<file path="src/rtl/stack_pkg.sv">
// Shared op encoding and FSM state type for the stack arbiter slice.
// No latency or backpressure of its own; constants and types only.
package stack_pkg;

    localparam logic OP_PUSH = 1'b1;
    localparam logic OP_POP  = 1'b0;

    typedef enum logic {
        ST_IDLE  = 1'b0,
        ST_FLUSH = 1'b1
    } state_t;

endpackage

</file>
<file path="src/rtl/rr_arbiter.sv">
// Round-robin arbiter: combinational one-hot grant, searching from last+1 upward.
// Zero-latency grant; the pointer moves only when advance is strobed with a request present.
module rr_arbiter #(
    parameter int NUM_REQ = 4,
    parameter int IDW     = $clog2(NUM_REQ)
) (
    input  logic               clk,
    input  logic               reset,
    input  logic [NUM_REQ-1:0] req,
    input  logic               advance,
    output logic [NUM_REQ-1:0] grant,
    output logic [IDW-1:0]     grant_id
);

    logic [IDW-1:0] last;
    logic [IDW-1:0] idx;
    logic           found;

    always_comb begin
        grant    = '0;
        grant_id = '0;
        found    = 1'b0;
        idx      = '0;
        for (int k = 1; k <= NUM_REQ; k++) begin
            idx = IDW'((int'(last) + k) % NUM_REQ);
            if (!found && req[idx]) begin
                found      = 1'b1;
                grant[idx] = 1'b1;
                grant_id   = idx;
            end
        end
    end

    // After reset the pointer sits on the highest id so requester 0 wins first.
    always_ff @(posedge clk) begin
        if (reset) begin
            last <= IDW'(NUM_REQ - 1);
        end else if (advance && found) begin
            last <= grant_id;
        end
    end

endmodule

</file>
<file path="src/rtl/stack_arbiter.sv">
// Shares one bit-stack between NUM_REQ requesters; controls are combinational, response 1 cycle after grant.
// Backpressure via one-hot req_ready: none during flush, the flush-request cycle, or reset.
module stack_arbiter
    import stack_pkg::*;
#(
    parameter int N       = 5,
    parameter int NUM_REQ = 4,
    parameter int IDW     = $clog2(NUM_REQ)
) (
    input  logic                   clk,
    input  logic                   reset,
    input  logic [NUM_REQ-1:0]     req_valid,
    input  logic [NUM_REQ-1:0]     req_op,
    input  logic [NUM_REQ-1:0]     req_data,
    output logic [NUM_REQ-1:0]     req_ready,
    input  logic                   flush,
    output logic                   flush_busy,
    output logic                   resp_valid,
    output logic [IDW-1:0]         resp_id,
    output logic                   resp_data,
    output logic                   resp_err,
    output logic                   stk_push,
    output logic                   stk_pop,
    output logic                   stk_wr_en,
    output logic                   stk_wr_data,
    input  logic [N-1:0]           stk_out,
    output logic [$clog2(N+1)-1:0] depth,
    output logic                   full,
    output logic                   empty
);

    localparam int DW = $clog2(N + 1);
    localparam logic [DW-1:0] DEPTH_MAX = DW'(N);
    localparam logic [DW-1:0] DEPTH_ONE = DW'(1);

    state_t               state;
    state_t               state_nxt;
    logic [DW-1:0]        depth_nxt;
    logic                 accept;
    logic [NUM_REQ-1:0]   arb_req;
    logic [NUM_REQ-1:0]   grant;
    logic [IDW-1:0]       grant_id;
    logic                 grant_any;
    logic                 grant_op;
    logic                 push_ok;
    logic                 pop_ok;
    logic                 unused_stk;

    // Only the top bit is ever read back; deeper entries are the stack's business.
    assign unused_stk = ^stk_out[N-1:1];

    assign accept  = (state == ST_IDLE) && !flush && !reset;
    assign arb_req = accept ? req_valid : '0;

    rr_arbiter #(
        .NUM_REQ (NUM_REQ),
        .IDW     (IDW)
    ) u_arb (
        .clk      (clk),
        .reset    (reset),
        .req      (arb_req),
        .advance  (grant_any),
        .grant    (grant),
        .grant_id (grant_id)
    );

    assign req_ready  = grant;
    assign grant_any  = |grant;
    assign grant_op   = req_op[grant_id];
    assign push_ok    = grant_any && (grant_op == OP_PUSH) && !full;
    assign pop_ok     = grant_any && (grant_op == OP_POP) && !empty;

    assign full       = (depth == DEPTH_MAX);
    assign empty      = (depth == '0);
    assign flush_busy = (state == ST_FLUSH);

    always_comb begin
        state_nxt   = state;
        depth_nxt   = depth;
        stk_push    = 1'b0;
        stk_pop     = 1'b0;
        stk_wr_en   = 1'b0;
        stk_wr_data = 1'b0;
        if (!reset) begin
            case (state)
                ST_IDLE: begin
                    if (flush) begin
                        if (!empty) state_nxt = ST_FLUSH;
                    end else if (push_ok) begin
                        stk_push    = 1'b1;
                        stk_wr_en   = 1'b1;
                        stk_wr_data = req_data[grant_id];
                        depth_nxt   = depth + 1'b1;
                    end else if (pop_ok) begin
                        stk_pop   = 1'b1;
                        depth_nxt = depth - 1'b1;
                    end
                end
                ST_FLUSH: begin
                    // Leave on the pop that empties the stack so grants resume next cycle.
                    if (!empty) begin
                        stk_pop   = 1'b1;
                        depth_nxt = depth - 1'b1;
                        if (depth == DEPTH_ONE) state_nxt = ST_IDLE;
                    end else begin
                        state_nxt = ST_IDLE;
                    end
                end
                default: state_nxt = ST_IDLE;
            endcase
        end
    end

    always_ff @(posedge clk) begin
        if (reset) begin
            state      <= ST_IDLE;
            depth      <= '0;
            resp_valid <= 1'b0;
            resp_id    <= '0;
            resp_data  <= 1'b0;
            resp_err   <= 1'b0;
        end else begin
            state      <= state_nxt;
            depth      <= depth_nxt;
            resp_valid <= grant_any;
            resp_id    <= grant_id;
            resp_data  <= pop_ok & stk_out[0];
            resp_err   <= grant_any & !push_ok & !pop_ok;
        end
    end

    a_push_pop_excl: assert property (@(posedge clk) disable iff (reset) !(stk_push && stk_pop));
    a_wr_en_push:    assert property (@(posedge clk) disable iff (reset) stk_wr_en |-> stk_push);
    a_depth_bound:   assert property (@(posedge clk) disable iff (reset) depth <= DEPTH_MAX);
    a_grant_onehot:  assert property (@(posedge clk) disable iff (reset) $onehot0(req_ready));

endmodule
</file>
<file path="config.mk">
export PLATFORM = sky130hd
export DESIGN_NAME = stack_arbiter
export DESIGN_NICKNAME = d
export VERILOG_FILES = /design/src/rtl/stack_pkg.sv /design/src/rtl/rr_arbiter.sv /design/src/rtl/stack_arbiter.sv
export SDC_FILE = /design/constraint.sdc
export NUM_CORES = 1
export LEC_CHECK = 0
export ABC_AREA = 1
export CAP_MARGIN = 20
export CORE_ASPECT_RATIO = 0.75
export CORE_MARGIN = 2
export CORE_UTILIZATION = 48
export DETAILED_ROUTE_END_ITERATION = 7
export PLACE_DENSITY = 0.89
export SETUP_SLACK_MARGIN = 0.02
export SLEW_MARGIN = 20
export SYNTH_ARGS = -nofsm -noshare
export SYNTH_HDL_FRONTEND = slang
export SYNTH_HIERARCHICAL = 1
export SYNTH_SLANG_ARGS = --single-unit
</file>
<file path="constraint.sdc">
create_clock -name clk -period 3.6 [get_ports clk]
set_input_delay 0.72 -clock clk [delete_from_list [all_inputs] [get_ports clk]]
set_output_delay 0.72 -clock clk [all_outputs]
set_load 0.02 [all_outputs]
</file>
==> results.sh, run 1 <==
export IMPL_finalCritPeriodShare=1.014
export IMPL_async_reset_ff_frac=0
export IMPL_fin_util=0.8736
export IMPL_rows=16
export IMPL_drv_cap=0
export IMPL_synth_common_cells="48 x nand2_1, 20 x inv_1, 18 x nor2_1"
export IMPL_rsz0062_at_grt="yes"
export IMPL_status="complete, but fails checks"
export IMPL_r2r_start="u_arb/last[1]"
export IMPL_yosysTopAreaCellShare=0.1654
export IMPL_cts_sinks=11
export IMPL_path_cells="buf_6 > nor2_4 > nand2_4 > nor2_4 > nand2_1 > o21ai_4 > inv_2 > nand2_2 > nand3_4 > nor2_4 > nand2_1 > nand3_2 > nor2_4 > buf_4 > a21oi_4 > nand3_2 > a21oi_2 > buf_6"
export IMPL_holdWs_ns=0.6149
export IMPL_drc=0
export IMPL_met3RoutedLength_um=652
export IMPL_crit_family="simple AND/OR/NAND/NOR gates"
export IMPL_multi_input_area_sq_um=1134
export IMPL_max_freq_mhz=274.1
export IMPL_syn_nets=231
export IMPL_worst_path_max_fanout=5
export IMPL_top_layer_used="met4"
export IMPL_synthCells=199
export IMPL_worstSetupEndpointType="output pin"
export IMPL_cp_slowest_cell="a21oi_2"
export IMPL_maxSlewHeadroom=0.8205
export IMPL_timing_final_ws_setup_ns=-0.04875
export IMPL_die_x_um=64.81
export IMPL_drt_iter0_markers=188
export IMPL_cp_depth=18
export IMPL_peakVddDrop_uv=816.6
export IMPL_io_buffers=34
export IMPL_drtAntennaViolNets=0
export IMPL_worst_slew_pin_slew_ns=0.2689
export IMPL_clk_latency_ns=0.24
export IMPL_wl_met2_um=2763
export IMPL_dp_hpwl_um=2839
export IMPL_preCtsSetupSlack_ns=-0.8581
export IMPL_clk_pin_slew_ns=0.05
export IMPL_crit_path_frequent_cell="nor2_4"
export IMPL_p_leak_nw=1.161
export IMPL_fin_nets=318
export IMPL_finClkSkew_ns=0.0008016
export IMPL_cts_tree="yes"
export IMPL_syn_avg_cell_area_sq_um=6.690
export IMPL_drive_gt1_frac=0.4947
export IMPL_fin_setup_tns_ns=-0.05927
export IMPL_crit_type="in2out"
export IMPL_final_max_slew_viol_count=0
export IMPL_fin_crit_ns=3.649
export IMPL_vias=1855
export IMPL_ys_flop_type="dfxtp_1"
export IMPL_dieArea_sq_um=3215
export IMPL_grt_overflow=0
export IMPL_fp_dieH_um=49.61
export IMPL_whs_endpoint="depth[0]"
export IMPL_hold_violations=0
export IMPL_drt_total_wl_um=5982
export IMPL_io_pins=39
export IMPL_setup_viol=2
export IMPL_path_buf_inv=4
export IMPL_wl_met1_um=2157
export IMPL_grt_max_degree=16
export IMPL_r2r_end="depth[2]"
export IMPL_ys_seq_elements=11
export IMPL_r2r_slack_ns=0.68
export IMPL_start_util=0.5076
export IMPL_powerDensity_nw_per_um2=1056
export IMPL_grt_pass1_wl_um=8079
export IMPL_cts_buffers=3
export IMPL_crit_required_ns=2.88
export IMPL_r2r_cells=21
export IMPL_antenna_found_initial=0
export IMPL_areaGrowthSynthToFinish_pct=72.09
export IMPL_finalNonFillerCells=321
export IMPL_holdPathStages=3
export IMPL_drt_pass1_iterations=5
export IMPL_h_tree_depth=1
export IMPL_synth_distinct_cells=27
export IMPL_gp_congestion=0.8374
export IMPL_min_delay_start="depth[0]"
export IMPL_synth_edf_count=0
export IMPL_ys_seq_area_frac=0.1654
export IMPL_hp_class="reg2reg"
export IMPL_synth_area_sq_um=1331
export IMPL_max_stage_delay_ns=0.21
export IMPL_grt_pass1_vias=1706
export IMPL_routed_via_density=5.779
export IMPL_worst_setup_path_start_kind="input port"
export IMPL_synth_most_common_cell="nand2_1"
export IMPL_yosys_area_top_type="dfxtp_1"
export IMPL_n_antenna_cell=0
export IMPL_critPathArrivalTime_ns=2.93
export IMPL_track_usage=0.3253
export IMPL_regArea_sq_um=220.2
export IMPL_synthTopCellsByArea="dfxtp_1 17%, nand2_1 14%, ha_1 11%, nand2_2 6.6%, inv_1 5.6%"
export IMPL_synth_warnings=6
export IMPL_routedWlPerCell_um=18.64
export IMPL_fillers=121
export IMPL_dp_cells=299
export IMPL_fp_coreArea_sq_um=2623
export IMPL_cts_path_max_buffers=2
export IMPL_root_buffer="clkbuf_8"
export IMPL_violations="setup timing"
-- what timing repair did --
item,CTS,global route
hold buffers,0,0
gates resized for setup,47,28
endpoints found under the setup margin,8,8
gates cloned,0,0
setup buffers,13,5
pin swaps,18,23
-- cell families (layout without fill, tap and decap cells) --
family	Yosys count	after routing	synth area share
buf+inv	31	117	0.09586
fa+ha+maj	12	12	0.1128
simple gates	128	128	0.5310
xor+xnor	2	2	0.01316
compound gates	15	15	0.08178
flops	11	11	0.1654
-- placed cells by master (no fill, tap or decap), drive strengths merged, types with 4 or more instances in the layout --
cell type      netlist  routed
dfxtp               11      11
clkbuf               0       5
a21oi                5       5
nand2               68      68
nor2                27      27
nand3               23      23
ha                  12      12
a21boi               5       5
buf                  2      55
dlymetal6s2s         0       4
inv                 29      29
clkdlybuf4s50        0      24
nand4                8       8
-- area by class of cell --
class / instances / share of cell area
clock buffers: 4 / 0.01966
well taps: 36 / 0.01966
flip-flops and latches: 11 / 0.09612
inverters: 29 / 0.05079
multi-input cells: 157 / 0.4948
repair buffers: 84 / 0.3190
-- worst reg2reg max path, delay by kind of cell (launching register included) --
kind	cells	cell delay (ns)
buf+inv	6	0.76
fa+ha+maj	1	0.38
compound gates	1	0.15
flops	1	0.37
simple gates	13	1.16
-- how the worst max path moves through the flow --
stage                            start           to  slack (ns)
final                            flush      stk_pop       -0.05
after global routing             reset  stk_wr_data       -0.10
after CTS                 req_valid[1]      stk_pop        0.03
after detailed placement         flush  stk_wr_data       -0.86
after global placement           flush  stk_wr_data       -0.71
after floorplan                  flush    stk_wr_en        0.04
-- power breakdown --
| group | internal (mW) | switching (mW) |
|---|---|---|
| Clock | 0.0783 | 0.0537 |
| Combinational | 0.899 | 1.18 |
| Sequential | 0.168 | 0.0431 |
| Total | 1.15 | 1.27 |
-- per-layer routing --
layer,track usage,up-vias
li1,-,806
met1,0.3919,824
met2,0.5567,172
met3,0.07991,53
met4,0.1241,0
met5,0,-
-- through the flow --
step                      power (mW)  area, sq um
after global placement         1.822         1988
final                          2.420         2291
after global routing           2.519         2291
after floorplan                1.227         1369
after detailed placement       1.873         1988
after CTS                      2.168         2207
-- state kept, by name, summed over array words and instances, names as in the netlist --
register    count
u_arb/last      2
resp_id         2
resp_valid      1
flush_busy      1
depth           3
resp_data       1
resp_err        1
(Power assumes the default switching activity.)
==> run 2, diff against run 1 <==
- CORE_MARGIN: 2 -> default
==> results.sh, run 2 (synthesis results as in run 1) <==
export IMPL_drive_gt1_frac=0.4529
export IMPL_met3_usage=0.05952
export IMPL_drt_total_wl_um=5300
export IMPL_setup_viol=1
export IMPL_drv_cap=0
export IMPL_peakVddDrop_uv=592.1
export IMPL_startpoint="flush"
export IMPL_drtAntennaViolNets=0
export IMPL_clk_pin_slew_ns=0.05
export IMPL_cts_buffers=3
export IMPL_track_usage=0.3055
export IMPL_holdPathStages=2
export IMPL_routedWlPerCell_um=16.99
export IMPL_critPathArrivalTime_ns=2.90
export IMPL_fp_coreArea_sq_um=2623
export IMPL_drt_iter0_markers=110
export IMPL_grt_pass1_vias=1493
export IMPL_fp_dieH_um=47.61
export IMPL_dp_hpwl_um=2889
export IMPL_grt_overflow=0
export IMPL_r2r_slack_ns=0.83
export IMPL_cp_slowest_cell="a21oi_2"
export IMPL_fin_crit_ns=3.618
export IMPL_vias=1741
export IMPL_r2r_cells=22
export IMPL_top_usage_layer="met2"
export IMPL_gp_congestion=0.8719
export IMPL_crit_path_frequent_cell="nor2_4"
export IMPL_final_common_cell="nand2_1"
export IMPL_final_max_slew_viol_count=0
export IMPL_clk_latency_ns=0.24
export IMPL_finClkSkew_ns=0.003144
export IMPL_worst_path_max_fanout=5
export IMPL_grt_pass1_wl_um=6817
export IMPL_power_mw=2.351
export IMPL_die_x_um=62.81
export IMPL_crit_required_ns=2.88
export IMPL_finalCritPeriodShare=1.005
export IMPL_io_pins=39
export IMPL_max_stage_delay_ns=0.20
export IMPL_hp_class="reg2reg"
export IMPL_drc=0
export IMPL_gr_usage_met1=0.3549
export IMPL_powerDensity_nw_per_um2=1065
export IMPL_drt_pass1_iterations=5
export IMPL_violations="setup timing"
export IMPL_reg_top3="depth (3), resp_id (2), u_arb/last (2)"
export IMPL_r2r_end="depth[2]"
export IMPL_io_buffers=34
export IMPL_worst_slew_pin_slew_ns=0.3251
export IMPL_worstSetupEndpointType="output pin"
export IMPL_antenna_found_initial=0
export IMPL_cts_path_max_buffers=2
export IMPL_layout_common_cells="43 x nand2_1, 41 x buf_4, 24 x clkdlybuf4s50_1, 17 x nand2_2, 15 x inv_2"
export IMPL_root_buffer="clkbuf_8"
export IMPL_h_tree_depth=1
export IMPL_areaGrowthSynthToFinish_pct=65.79
export IMPL_cp_endpoint="stk_pop"
export IMPL_p_leak_nw=1.105
export IMPL_largest_reg_flops=3
export IMPL_place_area_sq_um=1973
export IMPL_grt_met2_usage=0.5870
export IMPL_rows=16
export IMPL_r2r_start="flush_busy"
export IMPL_fin_nets=309
export IMPL_path_cells="buf_4 > nor2_4 > nand2_8 > nor2_4 > inv_2 > nand2_2 > nand3_4 > nand2_4 > buf_12 > nand2_1 > a21boi_2 > nand3_2 > nor2_4 > buf_4 > a21oi_4 > nand3_2 > a21oi_2 > buf_6"
export IMPL_grt_max_degree=16
export IMPL_n_antenna_cell=0
export IMPL_crit_type="in2out"
export IMPL_routed_via_density=5.580
export IMPL_fin_area_sq_um=2207
export IMPL_registers_top_by_ff_count="depth"
export IMPL_hold_violations=0
export IMPL_cts_sinks=11
export IMPL_status="complete, but fails checks"
export IMPL_start_util=0.5076
export IMPL_dieArea_sq_um=2990
export IMPL_maxSlewHeadroom=0.7830
export IMPL_worst_setup_path_start_kind="input port"
export IMPL_timing_final_ws_setup_ns=-0.01771
export IMPL_cts_tree="yes"
export IMPL_max_freq_mhz=276.4
==> run 2: cell count changes in the layout (fill, tap and decap cells not counted), sizes merged <==
cell  before  now
buf       55   46
==> run 2: layout make-up <==
class | instances | area, sq um
Clock buffer | 4 | 45.04
Fill cell | 126 | 415.4
Inverter | 29 | 111.4
Multi-Input combinational cell | 157 | 1130
Sequential cell | 11 | 220.2
Tap cell | 36 | 45.04
Timing Repair Buffer | 75 | 655.6
==> run 2: where the power goes <==
part / total, mW / switching (mW) / leakage (nW) / internal [mW]
combinational: 2.01 / 1.16 / 0.991 / 0.858
clock: 0.125 / 0.0472 / 0.0228 / 0.0778
sequential: 0.212 / 0.0439 / 0.0906 / 0.168
total: 2.35 / 1.25 / 1.10 / 1.10
==> run 2: repair_timing <==
item                                    in CTS  in global routing
gates cloned                                 0                  0
buffers inserted                             8                  3
endpoints found under the setup margin       8                  8
pin swaps                                   11                 18
gates resized for setup                     45                 23
hold buffers                                 0                  0
==> run 2: worst min path at each step <==
| stage | start | end |
|---|---|---|
| 2_1_floorplan | depth[1] | depth[1] |
| 3_3_place_gp | depth[1] | depth[1] |
| 3_5_place_dp | depth[1] | depth[1] |
| 4_1_cts | depth[1] | depth[1] |
| 5_1_grt | depth[1] | depth[1] |
| 6_report | depth[1] | depth[1] |
==> run 2: layer usage <==
layer / share of wire / up-vias
met2: 0.47 / 131
met3: 0.095 / 39
met1: 0.37 / 783
met4: 0.061 / 0
met5: 0 / -
li1: - / 788
==> run 2: stage by stage <==
step / setup TNS [ns] / instances / utilization / worst slack, ns / hold slack, ns
detailed placement: -4.235 / 297 / 0.7524 / -0.7727 / 0.5509
global route: -0.09774 / 312 / 0.8416 / -0.07123 / 0.6316
finish: -0.01771 / 312 / 0.8416 / -0.01771 / 0.6211
global placement: -3.200 / 297 / 0.7524 / -0.6773 / 0.5408
CTS: 0 / 309 / 0.8187 / 0.03151 / 0.5664
floorplan: 0 / 199 / - / 0.04104 / 0.6111
==> run 2: worst max-delay path: cells and delay by family <==
| kind | cells | cell delay, ns |
|---|---|---|
| compound gates | 3 | 0.55 |
| buf+inv | 5 | 0.60 |
| simple gates | 10 | 1.03 |
